### src/rtl/serial_pkg.sv
// Shared definitions for the serial link transmitter and receiver.
// State encoding and line levels are common to both ends.
package serial_pkg;

    typedef enum logic [2:0] {
        IDLE   = 3'd0,
        START  = 3'd1,
        DATA   = 3'd2,
        PARITY = 3'd3,
        STOP   = 3'd4
    } state_t;

    localparam logic LINE_IDLE = 1'b1;
    localparam logic START_LVL = 1'b0;

endpackage

### src/rtl/serial_tx_if.sv
// Load handshake and serial line signals of the framed transmitter.
interface serial_tx_if #(
    parameter int DATA_W = 8
);
    logic [DATA_W-1:0] DIN;
    logic              LOAD;
    logic              READY;
    logic              TXD;
    logic              BUSY;
    logic              DONE;

    modport master (output DIN, LOAD, input READY, TXD, BUSY, DONE);
    modport slave  (input DIN, LOAD, output READY, TXD, BUSY, DONE);
endinterface

### src/rtl/serial_tx_bit_timer.sv
// Per-bit cycle counter: TICK marks the last clock of a serial bit.
module bit_timer #(
    parameter int CLKS_PER_BIT = 4
) (
    input  logic CLK,
    input  logic RST,
    input  logic CLR,
    output logic TICK
);
    localparam int CW = (CLKS_PER_BIT > 1) ? $clog2(CLKS_PER_BIT) : 1;

    logic [CW-1:0] count;

    // With CLKS_PER_BIT=1 the count never leaves zero, so TICK is constant high.
    assign TICK = (count == CW'(CLKS_PER_BIT - 1));

    always_ff @(posedge CLK) begin
        if (RST || CLR || TICK)
            count <= '0;
        else
            count <= count + CW'(1);
    end
endmodule

### src/rtl/serial_tx.sv
// Framed LSB-first serial transmitter: start bit, DATA_W data bits, stop bit.
// Define SERIAL_TX_PARITY_EN to insert an even-parity bit before the stop bit.
module serial_tx
    import serial_pkg::*;
#(
    parameter int DATA_W       = 8,
    parameter int CLKS_PER_BIT = 4
) (
    input  logic       CLK,
    input  logic       RST,
    serial_tx_if.slave bus
);
    localparam int IW = (DATA_W > 1) ? $clog2(DATA_W) : 1;

    state_t            state, state_nx;
    logic [IW-1:0]     idx, idx_nx;
    logic [DATA_W-1:0] shreg, shreg_nx;
    logic              txd, txd_nx;
    logic              done;
    logic              tick;

    bit_timer #(.CLKS_PER_BIT(CLKS_PER_BIT)) u_timer (
        .CLK  (CLK),
        .RST  (RST),
        .CLR  (state == IDLE),
        .TICK (tick)
    );

    always_ff @(posedge CLK) begin
        if (RST) begin
            state <= IDLE;
            idx   <= '0;
            shreg <= '0;
            txd   <= LINE_IDLE;
        end else begin
            state <= state_nx;
            idx   <= idx_nx;
            shreg <= shreg_nx;
            txd   <= txd_nx;
        end
    end

    always_comb begin
        state_nx = state;
        idx_nx   = idx;
        shreg_nx = shreg;
        done     = 1'b0;
        case (state)
            IDLE: begin
                if (bus.LOAD) begin
                    shreg_nx = bus.DIN;
                    idx_nx   = '0;
                    state_nx = START;
                end
            end
            START: if (tick) state_nx = DATA;
            DATA: begin
                if (tick) begin
                    if (idx == IW'(DATA_W - 1)) begin
                        idx_nx = '0;
`ifdef SERIAL_TX_PARITY_EN
                        state_nx = PARITY;
`else
                        state_nx = STOP;
`endif
                    end else begin
                        idx_nx = idx + IW'(1);
                    end
                end
            end
`ifdef SERIAL_TX_PARITY_EN
            PARITY: if (tick) state_nx = STOP;
`endif
            STOP: begin
                if (tick) begin
                    done     = !RST;
                    state_nx = IDLE;
                end
            end
            default: state_nx = IDLE;
        endcase

        // TXD is registered, so it is computed from the state being entered.
        case (state_nx)
            START:   txd_nx = START_LVL;
            DATA:    txd_nx = shreg_nx[idx_nx];
`ifdef SERIAL_TX_PARITY_EN
            PARITY:  txd_nx = ^shreg_nx;
`endif
            default: txd_nx = LINE_IDLE;
        endcase
    end

    assign bus.TXD   = txd;
    assign bus.READY = (state == IDLE);
    assign bus.BUSY  = (state != IDLE);
    assign bus.DONE  = done;
endmodule

### src/flat_wrapper.sv
// flat-port wrapper written by rule: the top's interface ports become plain ports
module serial_tx_flat import serial_pkg::*;
#(
    parameter int DATA_W       = 8,
    parameter int CLKS_PER_BIT = 4
)
  (CLK, RST, bus_DIN, bus_LOAD, bus_READY, bus_TXD, bus_BUSY, bus_DONE);
  serial_tx_if #(.DATA_W(DATA_W)) bus_i ();
  input  logic CLK;
  input  logic RST;
  input wire logic [$bits(bus_i.DIN)-1:0] bus_DIN;
  input wire logic [$bits(bus_i.LOAD)-1:0] bus_LOAD;
  output wire logic [$bits(bus_i.READY)-1:0] bus_READY;
  output wire logic [$bits(bus_i.TXD)-1:0] bus_TXD;
  output wire logic [$bits(bus_i.BUSY)-1:0] bus_BUSY;
  output wire logic [$bits(bus_i.DONE)-1:0] bus_DONE;
  assign bus_i.DIN = bus_DIN;
  assign bus_i.LOAD = bus_LOAD;
  assign bus_READY = bus_i.READY;
  assign bus_TXD = bus_i.TXD;
  assign bus_BUSY = bus_i.BUSY;
  assign bus_DONE = bus_i.DONE;
  serial_tx #(.DATA_W(DATA_W), .CLKS_PER_BIT(CLKS_PER_BIT)) u_core (.CLK(CLK), .RST(RST), .bus(bus_i));
endmodule
### config.mk
export PLATFORM = sky130hd
export DESIGN_NAME = serial_tx_flat
export DESIGN_NICKNAME = d
export VERILOG_FILES = /design/src/rtl/serial_pkg.sv /design/src/rtl/serial_tx_if.sv /design/src/rtl/serial_tx_bit_timer.sv /design/src/rtl/serial_tx.sv /design/src/flat_wrapper.sv
export SDC_FILE = /design/constraint.sdc
export NUM_CORES = 1
export LEC_CHECK = 0
export CORE_MARGIN = 4
export CORE_UTILIZATION = 50
export CTS_BUF_LIST = sky130_fd_sc_hd__clkbuf_8 sky130_fd_sc_hd__clkbuf_16
export DETAILED_ROUTE_END_ITERATION = 7
export PLACE_DENSITY = 0.86
export SYNTH_ARGS = -nofsm -noshare
export SYNTH_HDL_FRONTEND = slang
export SYNTH_SLANG_ARGS = --single-unit
### constraint.sdc
create_clock -name CLK -period 3.7 [get_ports CLK]
set_input_delay 0.555 -clock CLK [delete_from_list [all_inputs] [get_ports CLK]]
set_output_delay 0.555 -clock CLK [all_outputs]
set_load 0.05 [all_outputs]
==> results of run 1 <==
==> synthesized netlist by cell type, drive strengths merged (2+ instances only) <==
library cell and n:
a21oi 3, ha 3, and4 2, clkbuf 3, a31o 2, nor4b 2, mux2i 4, inv 2
mux2 4, nand4 2, buf 3, nand3b 4, nor2b 6, dfxtp 17, a31oi 4, nand2 5
o21ai 4, nor2 12, nor3 2
==> cell families after synthesis <==
family                     synth area share
DFF                                   0.374
and+or+nand+nor                       0.274
AOI/OAI and AO/OA                     0.160
muxes                                0.0977
adders and majority gates            0.0413
buffers and inverters                0.0536
==> worst paths after layout <==
path,start,cells after the start,end,slack [ns]
worst max-delay path,RST,3,bus_DONE,0.74
worst min register to register,u_core.u_timer.count[0]$_SDFF_PP0_,1,u_core.u_timer.count[0]$_SDFF_PP0_,0.43
worst min-delay path,u_core.u_timer.count[0]$_SDFF_PP0_,1,u_core.u_timer.count[0]$_SDFF_PP0_,0.43
worst max register to register,u_core.idx[0]$_SDFF_PP0_,8,u_core.bus.TXD$_SDFF_PP1_,1.53
==> registers in the layout, summed over array words and instances, names as in the netlist <==
signal                cells
u_core.u_timer.count      2
u_core.state              3
u_core.shreg              8
u_core.idx                3
u_core.bus.TXD            1
==> through the flow <==
step / setup WS, ns / power, W
2_1_floorplan: 1.24 / 0.000240
3_3_place_gp: 0.759 / 0.000258
3_5_place_dp: 0.743 / 0.000259
4_1_cts: 0.752 / 0.000394
5_1_grt: 0.593 / 0.000410
6_report: 0.742 / 0.000390
==> power by group <==
part	internal, W	switching (W)
Combinational	0.0000311	0.0000294
Sequential	0.000191	0.00000398
Clock	0.0000736	0.0000605
==> metal layers <==
metal | up-vias | wire length, um | part of all wire
met5 | - | 0 | 0
met1 | 357 | 788 | 0.45
li1 | 381 | - | -
met2 | 18 | 811 | 0.46
met4 | 0 | 61 | 0.035
met3 | 7 | 89 | 0.051
==> worst reg2reg max path, stage by stage (launching register included) <==
cell,delay (ns)
dfxtp_1,0.36
ha_1,0.22
ha_1,0.21
nor2_1,0.10
nand4_1,0.30
a31oi_1,0.27
a41oi_1,0.07
a211o_1,0.32
a31o_1,0.20
==> area by class of cell <==
type	instances	area, um^2	area share
flip-flops and latches	17	340	0.312
repair buffers	15	148	0.135
well taps	25	31.3	0.0286
multi-input cells	72	520	0.477
inverters	2	7.51	0.00687
clock inverters	1	3.75	0.00344
clock buffers	3	41.3	0.0378
==> impl_metrics.toml, run 1 <==
[cts]
cts.repair.resized = 0
cts_hold_buffers = 0
cts.sinks = 17
ctsLongestPathBuffers = 2
cts_setup_buffers = 0
root_buffer = "clkbuf_8"
clk_latency_ns = 0.25
cts_tree = "built"
htreeDepth = 1
numCtsBuffers = 3
clk_pin_slew_worst_paths_ns = 0.06

[yosys]
yosysTopAreaCellShare = 0.374
synthTopCellsByArea = "dfxtp_1, nor2_1, mux2i_1, ha_1, nor2b_1"
ys_types = 38
syn_area_per_cell_um2 = 9.38
ys_ff_latch = 17
synth_ff_type = "dfxtp_1"
ys_warn_count = 0
syn_inst = 97
syn_area_um2 = 910
syn_nets = 111
synth_edf_count = 0
yosysSeqAreaShare = 0.374
synth_largest_area_cell = "dfxtp_1"
ys_async_sr_fraction = 0

[setup_path]
cp.arrival_ns = 2.40
critPathSlowestCell = "clkdlybuf4s50_1"
cp_slowest_stage_delay_ns = 0.83
crit_type = "in -> out"
end_kind = "primary output"
startpoint_type = "input port"
cp_common_cell = "clkdlybuf4s50_1"
cp.buffers_inverters = 2
cp_top_family = "buffers and inverters"
worst-endpoint-required_ns = 3.14
crit_chain = "clkdlybuf4s50_1 -> nor3_1 -> clkdlybuf4s50_1"
path_max_fanout = 17

[die]
core_um2 = 1730
die_area_um2 = 2570
initial_core_util = 0.527
io_pins = 15
die_w_um = 50.7
num_rows = 15
fp.dieH_um = 50.7

[power_and_ir_drop]
vdd_drop_max_uv = 201
power.density_nw_per_um2 = 357
p_leak_nw = 0.427

[global_routing]
grt_max_degree = 18
grt_pass1_wl_mm = 3.02
antenna_found_initial = 0
busiest_layer = "met2"
grtUsageMet1 = 0.187
use_met3 = 0.0445
grt_pass1_vias = 692
grt-ovfl-total = 0
grtUsageTotal = 0.158
gr-usage-met2 = 0.246

[routing]
drc_errors = 0
ant_nets = 0
first_pass_iters = 7
post_drt_wl_per_cell_um = 13.0
vias = 763
detail_route.iter0.violations = 21
viasPerCell = 5.65
drt-total-wl_mm = 1.75

[run]
cap_violations = 0

[finish]
drive_gt1_frac = 0.118
final_cells = 135
layout_common_cells = "dfxtp_1, clkdlybuf4s50_1, nor2_1"
post-route-util = 0.633
fillers = 149
antennaDiodeCount = 0
design_area_um2 = 1090
layout_commonest_cell = "dfxtp_1"
areaGrowthSynthToFinish_pct = 20.1
layout.nets = 125

[hold_path]
hold_path.class = "reg -> reg"

[placed_design]
place_inst = 131
placed_area_um2 = 1050
io_buffers = 14
gp_congestion = 0.822
hpwl_mm = 1.23

[timing]
fin_setup_tns_ns = 0
timing.hold.ws_ns = 0.432
drv_slew = 0
hold_viol = 0
skew_ns = 0.00313
tightest_slew_ns = 0.603
setup_violations = 0
finalCritPeriodShare = 0.800
rsz0062_at_grt = "false"
post-route-min-period_ns = 2.96
max_freq_mhz = 338
slew_headroom = 0.596

[status]
status = "complete, no violations"
Power figures use the tool's default switching activity.
==> run 2: changes to the inputs <==
--- a/config.mk
+++ b/config.mk
@@ -6,10 +6,10 @@
 export NUM_CORES = 1
 export LEC_CHECK = 0
 export CORE_MARGIN = 4
-export CORE_UTILIZATION = 50
+export CORE_UTILIZATION = 46
 export CTS_BUF_LIST = sky130_fd_sc_hd__clkbuf_8 sky130_fd_sc_hd__clkbuf_16
 export DETAILED_ROUTE_END_ITERATION = 7
-export PLACE_DENSITY = 0.86
+export PLACE_DENSITY = 0.83
 export SYNTH_ARGS = -nofsm -noshare
 export SYNTH_HDL_FRONTEND = slang
 export SYNTH_SLANG_ARGS = --single-unit
==> constraint.sdc (replaced) <==
create_clock -name CLK -period 2.5 [get_ports CLK]
set_input_delay 0.375 -clock CLK [delete_from_list [all_inputs] [get_ports CLK]]
set_output_delay 0.375 -clock CLK [all_outputs]
set_load 0.05 [all_outputs]
==> run 2 against run 1 <==
Net effect:
- sequential share of layout area down 1.0 points
- critical path type is now reg -> out
- via count up 3.4%
- hold slack better by 0.019 ns
- utilization down 0.62 points
- wire length up 8.2%
- count of clock-buffer cells in the layout unchanged
- first-iteration DRC count down 76%
- register-to-register slack worse by 1.2 ns
- cell count up 2.2%
==> impl_metrics.toml, run 2 (synthesized netlist as in run 1, its figures left out) <==
[timing]
slew_headroom = 0.667
tightest_slew_ns = 0.498
rsz0062_at_grt = "false"
max_freq_mhz = 432
drv_slew = 0
finalCritPeriodShare = 0.926
timing.hold.ws_ns = 0.451
setup_violations = 0
hold_viol = 0
post-route-min-period_ns = 2.31
fin_setup_tns_ns = 0
skew_ns = 0.00230

[routing]
first_pass_iters = 4
detail_route.iter0.violations = 5
ant_nets = 0
drt-total-wl_mm = 1.90
vias = 789
post_drt_wl_per_cell_um = 13.7
drc_errors = 0
viasPerCell = 5.72

[global_routing]
grt_pass1_wl_mm = 3.23
grt-ovfl-total = 0
antenna_found_initial = 0
grt_pass1_vias = 725
grt_max_degree = 17
grtUsageTotal = 0.160

[finish]
layout.nets = 128
top_regs = "u_core.shreg (8), u_core.idx (3), u_core.state (3)"
top_register = "u_core.shreg"
layout_commonest_cell = "dfxtp_1"
antennaDiodeCount = 0
layout_common_cells = "dfxtp_1, clkdlybuf4s50_1, nor2_1"
final_cells = 138
post-route-util = 0.626
drive_gt1_frac = 0.159
areaGrowthSynthToFinish_pct = 24.1
largest_register_ffs = 8

[placed_design]
hpwl_mm = 1.35
gp_congestion = 0.755
place_inst = 134
io_buffers = 14

[power_and_ir_drop]
finalPower_w = 0.000586
vdd_drop_max_uv = 374
p_leak_nw = 0.451
power.density_nw_per_um2 = 519

[run]
cap_violations = 0

[die]
initial_core_util = 0.505
io_pins = 15
fp.dieH_um = 52.5
num_rows = 15
die_w_um = 52.5
core_um2 = 1800
die_area_um2 = 2750

[setup_path]
cp.arrival_ns = 1.94
rr_worst_depth = 8
end_kind = "primary output"
crit_type = "reg -> out"
path_max_fanout = 9
startpoint_type = "register"
worst-endpoint-required_ns = 2.12

[cts]
cts_tree = "built"
cts.sinks = 17
htreeDepth = 1
cts_hold_buffers = 0
cts_setup_buffers = 0
ctsLongestPathBuffers = 2
cts.repair.resized = 0
numCtsBuffers = 3
root_buffer = "clkbuf_8"
clk_pin_slew_worst_paths_ns = 0.07
clk_latency_ns = 0.25

[hold_path]
hold_path.class = "reg -> reg"
hold_path_depth = 1

[status]
status = "complete, no violations"
-- run 2: cell count changes in the layout (fill, tap and decap cells not counted), sizes merged --
cell           previous run  this run
dlymetal6s2s              0         1
clkinv                    0         1
inv                       3         2
buf                       1         5
clkdlybuf4s50            14        12
-- run 2: worst paths after layout --
kind	end	slack, ns	startpoint
max	bus_BUSY	0.19	u_core.state[0]$_SDFF_PP0_
min	u_core.u_timer.count[0]$_SDFF_PP0_	0.45	u_core.u_timer.count[0]$_SDFF_PP0_
max reg2reg	u_core.bus.TXD$_SDFF_PP1_	0.32	u_core.idx[0]$_SDFF_PP0_
min reg2reg	u_core.u_timer.count[0]$_SDFF_PP0_	0.45	u_core.u_timer.count[0]$_SDFF_PP0_
-- run 2: layer usage --
metal | track usage | vias to the layer above | routed length, um
met5 | 0 | - | 0
met4 | 0.0596 | 0 | 30
met3 | 0.0541 | 4 | 116
met2 | 0.254 | 26 | 931
met1 | 0.199 | 370 | 818
li1 | - | 389 | -
-- run 2: through the flow --
stage,setup WS [ns],area (um^2)
6_report,0.186,1130
5_1_grt,0.0744,1130
4_1_cts,0.0661,1130
3_5_place_dp,0.0840,1080
3_3_place_gp,0.126,1080
2_1_floorplan,0.217,910
-- run 2: cell type report --
type / instances / area, um^2
clock buffer: 3 / 41.3
clock inverter: 1 / 5.00
fill: 163 / 673
inverter: 2 / 7.51
multi-input combinational: 72 / 520
sequential: 17 / 340
tap: 25 / 31.3
timing repair buffer: 18 / 183
-- run 2: critical path: stages, from the launching register on --
cell	delay, ns
dfxtp_1	0.40
or2_4	0.31
nor2_1	0.22
inv_1	0.06
clkdlybuf4s50_1	0.70
-- run 2: power by group --
part	internal [W]	switching (W)	leakage, nW	total (W)
clock	0.000111	0.0000938	0.0255	0.000204
sequential	0.000283	0.00000606	0.139	0.000289
combinational	0.0000480	0.0000446	0.286	0.0000926
==> run 3: changes to the inputs <==
--- a/config.mk
+++ b/config.mk
@@ -6,10 +6,12 @@
 export NUM_CORES = 1
 export LEC_CHECK = 0
 export CORE_MARGIN = 4
-export CORE_UTILIZATION = 46
+export CORE_UTILIZATION = 50
 export CTS_BUF_LIST = sky130_fd_sc_hd__clkbuf_8 sky130_fd_sc_hd__clkbuf_16
+export CTS_CLUSTER_DIAMETER = 30
 export DETAILED_ROUTE_END_ITERATION = 7
-export PLACE_DENSITY = 0.83
+export DONT_BUFFER_PORTS = 1
+export PLACE_DENSITY = 0.78
 export SYNTH_ARGS = -nofsm -noshare
 export SYNTH_HDL_FRONTEND = slang
 export SYNTH_SLANG_ARGS = --single-unit
==> run 3 against run 2 <==
Net effect:
- non-clock buffer count decreased by 13
- die area decreased by 6.8%
- wire length decreased by 9.8%
- cell count decreased by 9.4%
- worst setup slack improved by 0.17 ns
==> impl_metrics.toml, run 3 (synthesized netlist as in run 1, its figures left out) <==
[status]
status = "complete, no violations"

[timing]
hold_viol = 0
drv_slew = 0
fin_setup_tns_ns = 0
skew_ns = 0.00465
finalCritPeriodShare = 0.856
setup_violations = 0
post-route-min-period_ns = 2.14
timing.hold.ws_ns = 0.184
rsz0062_at_grt = "false"
slew_headroom = 0.673
tightest_slew_ns = 0.490
max_freq_mhz = 467

[power_and_ir_drop]
vdd_drop_max_uv = 341
power.density_nw_per_um2 = 562
finalPower_w = 0.000555
p_leak_nw = 0.394

[cts]
htreeDepth = 1
clk_pin_slew_worst_paths_ns = 0.06
ctsLongestPathBuffers = 2
cts_setup_buffers = 0
numCtsBuffers = 3
cts.repair.resized = 0
clk_latency_ns = 0.25
cts.sinks = 17
cts_tree = "built"
root_buffer = "clkbuf_8"
cts_hold_buffers = 0

[finish]
layout_common_cells = "dfxtp_1, nor2_1, nor2b_1"
drive_gt1_frac = 0.180
areaGrowthSynthToFinish_pct = 8.53
layout_commonest_cell = "dfxtp_1"
layout.nets = 115
top_regs = "u_core.shreg (8), u_core.idx (3), u_core.state (3)"
antennaDiodeCount = 0
largest_register_ffs = 8
top_register = "u_core.shreg"

[setup_path]
critPathSlowestCell = "dfxtp_1"
cp_slowest_stage_delay_ns = 0.45
crit_type = "reg -> reg"
cp.arrival_ns = 2.29
rrSetupSlack_ns = 0.36
end_kind = "register"
worst-endpoint-required_ns = 2.65
timing.rr.start = "u_core.state[1]$_SDFF_PP0_"
r2r-end = "u_core.bus.TXD$_SDFF_PP1_"
startpoint_type = "register"
path_max_fanout = 15
rr_worst_depth = 7
crit_chain = "nor4b_2 -> buf_4 -> mux2_4 -> a31oi_1 -> a41oi_1 -> a211o_1 -> a31o_1"

[die]
core_um2 = 1730
fp.dieH_um = 50.7
num_rows = 15
io_pins = 15
initial_core_util = 0.527
die_area_um2 = 2570
die_w_um = 50.7

[routing]
ant_nets = 0
viasPerCell = 5.62
post_drt_wl_per_cell_um = 13.7
detail_route.iter0.violations = 15
first_pass_iters = 4
drc_errors = 0
drt-total-wl_mm = 1.71
vias = 702

[placed_design]
gp_congestion = 0.842
io_buffers = 0
hpwl_mm = 1.21

[global_routing]
grt_max_degree = 18
antenna_found_initial = 0
grt-ovfl-total = 0
grt_pass1_vias = 576
grtUsageTotal = 0.143
grt_pass1_wl_mm = 2.68

[hold_path]
hold_path_end = "u_core.shreg[5]$_SDFF_PP0_"
hold_start = "RST"
hold_path.class = "in -> reg"
hold_path_depth = 1

[run]
cap_violations = 0
[run 3: final cells by class]
class | count | area, um^2
clock inverter | 1 | 3.75
inverter | 2 | 7.51
clock buffer | 3 | 41.3
fill | 162 | 739
sequential | 17 | 340
tap | 25 | 31.3
timing repair buffer | 5 | 37.5
multi-input combinational | 72 | 526
[run 3: worst max-delay path by stage]
stage | startpoint | endpoint | slack (ns) | cells past startpoint
2_1_floorplan | u_core.u_timer.count[0]$_SDFF_PP0_ | bus_DONE | 0.22 | 4
3_3_place_gp | u_core.state[1]$_SDFF_PP0_ | u_core.bus.TXD$_SDFF_PP1_ | 0.41 | 7
3_5_place_dp | u_core.idx[0]$_SDFF_PP0_ | u_core.bus.TXD$_SDFF_PP1_ | 0.38 | 8
4_1_cts | u_core.idx[0]$_SDFF_PP0_ | u_core.bus.TXD$_SDFF_PP1_ | 0.37 | 8
5_1_grt | u_core.state[1]$_SDFF_PP0_ | u_core.bus.TXD$_SDFF_PP1_ | 0.22 | 7
6_report | u_core.state[1]$_SDFF_PP0_ | u_core.bus.TXD$_SDFF_PP1_ | 0.36 | 7
[run 3: critical path, delay by kind of cell, from the launching register on]
kind,cells,cell delay [ns]
buffers and inverters,1,0.20
muxes,1,0.31
AOI/OAI and AO/OA,4,0.72
DFF,1,0.45
and+or+nand+nor,1,0.36
[run 3: through the flow]
stage / utilization / instance area, um^2 / setup slack, ns / std cells
final: 0.572 / 987 / 0.359 / 125
after global routing: 0.572 / 987 / 0.223 / 125
after CTS: 0.572 / 987 / 0.368 / 125
after detailed placement: 0.546 / 942 / 0.377 / 121
after global placement: 0.546 / 942 / 0.409 / 121
after floorplan: - / 910 / 0.217 / 97
[run 3: power breakdown]
part           internal (W)  switching, W  total (W)
Clock              0.000109     0.0000888   0.000198
Combinational     0.0000314     0.0000327  0.0000641
Sequential         0.000283     0.0000106   0.000293
[run 3: per-layer routing]
layer / vias up / global-route usage / part of all wire / wire length, um
met1: 318 / 0.185 / 0.47 / 806
met3: 2 / 0.0564 / 0.070 / 119
li1: 360 / - / - / -
met5: - / 0 / 0 / 0
met4: 0 / 0.0807 / 0.013 / 23
met2: 22 / 0.200 / 0.45 / 762
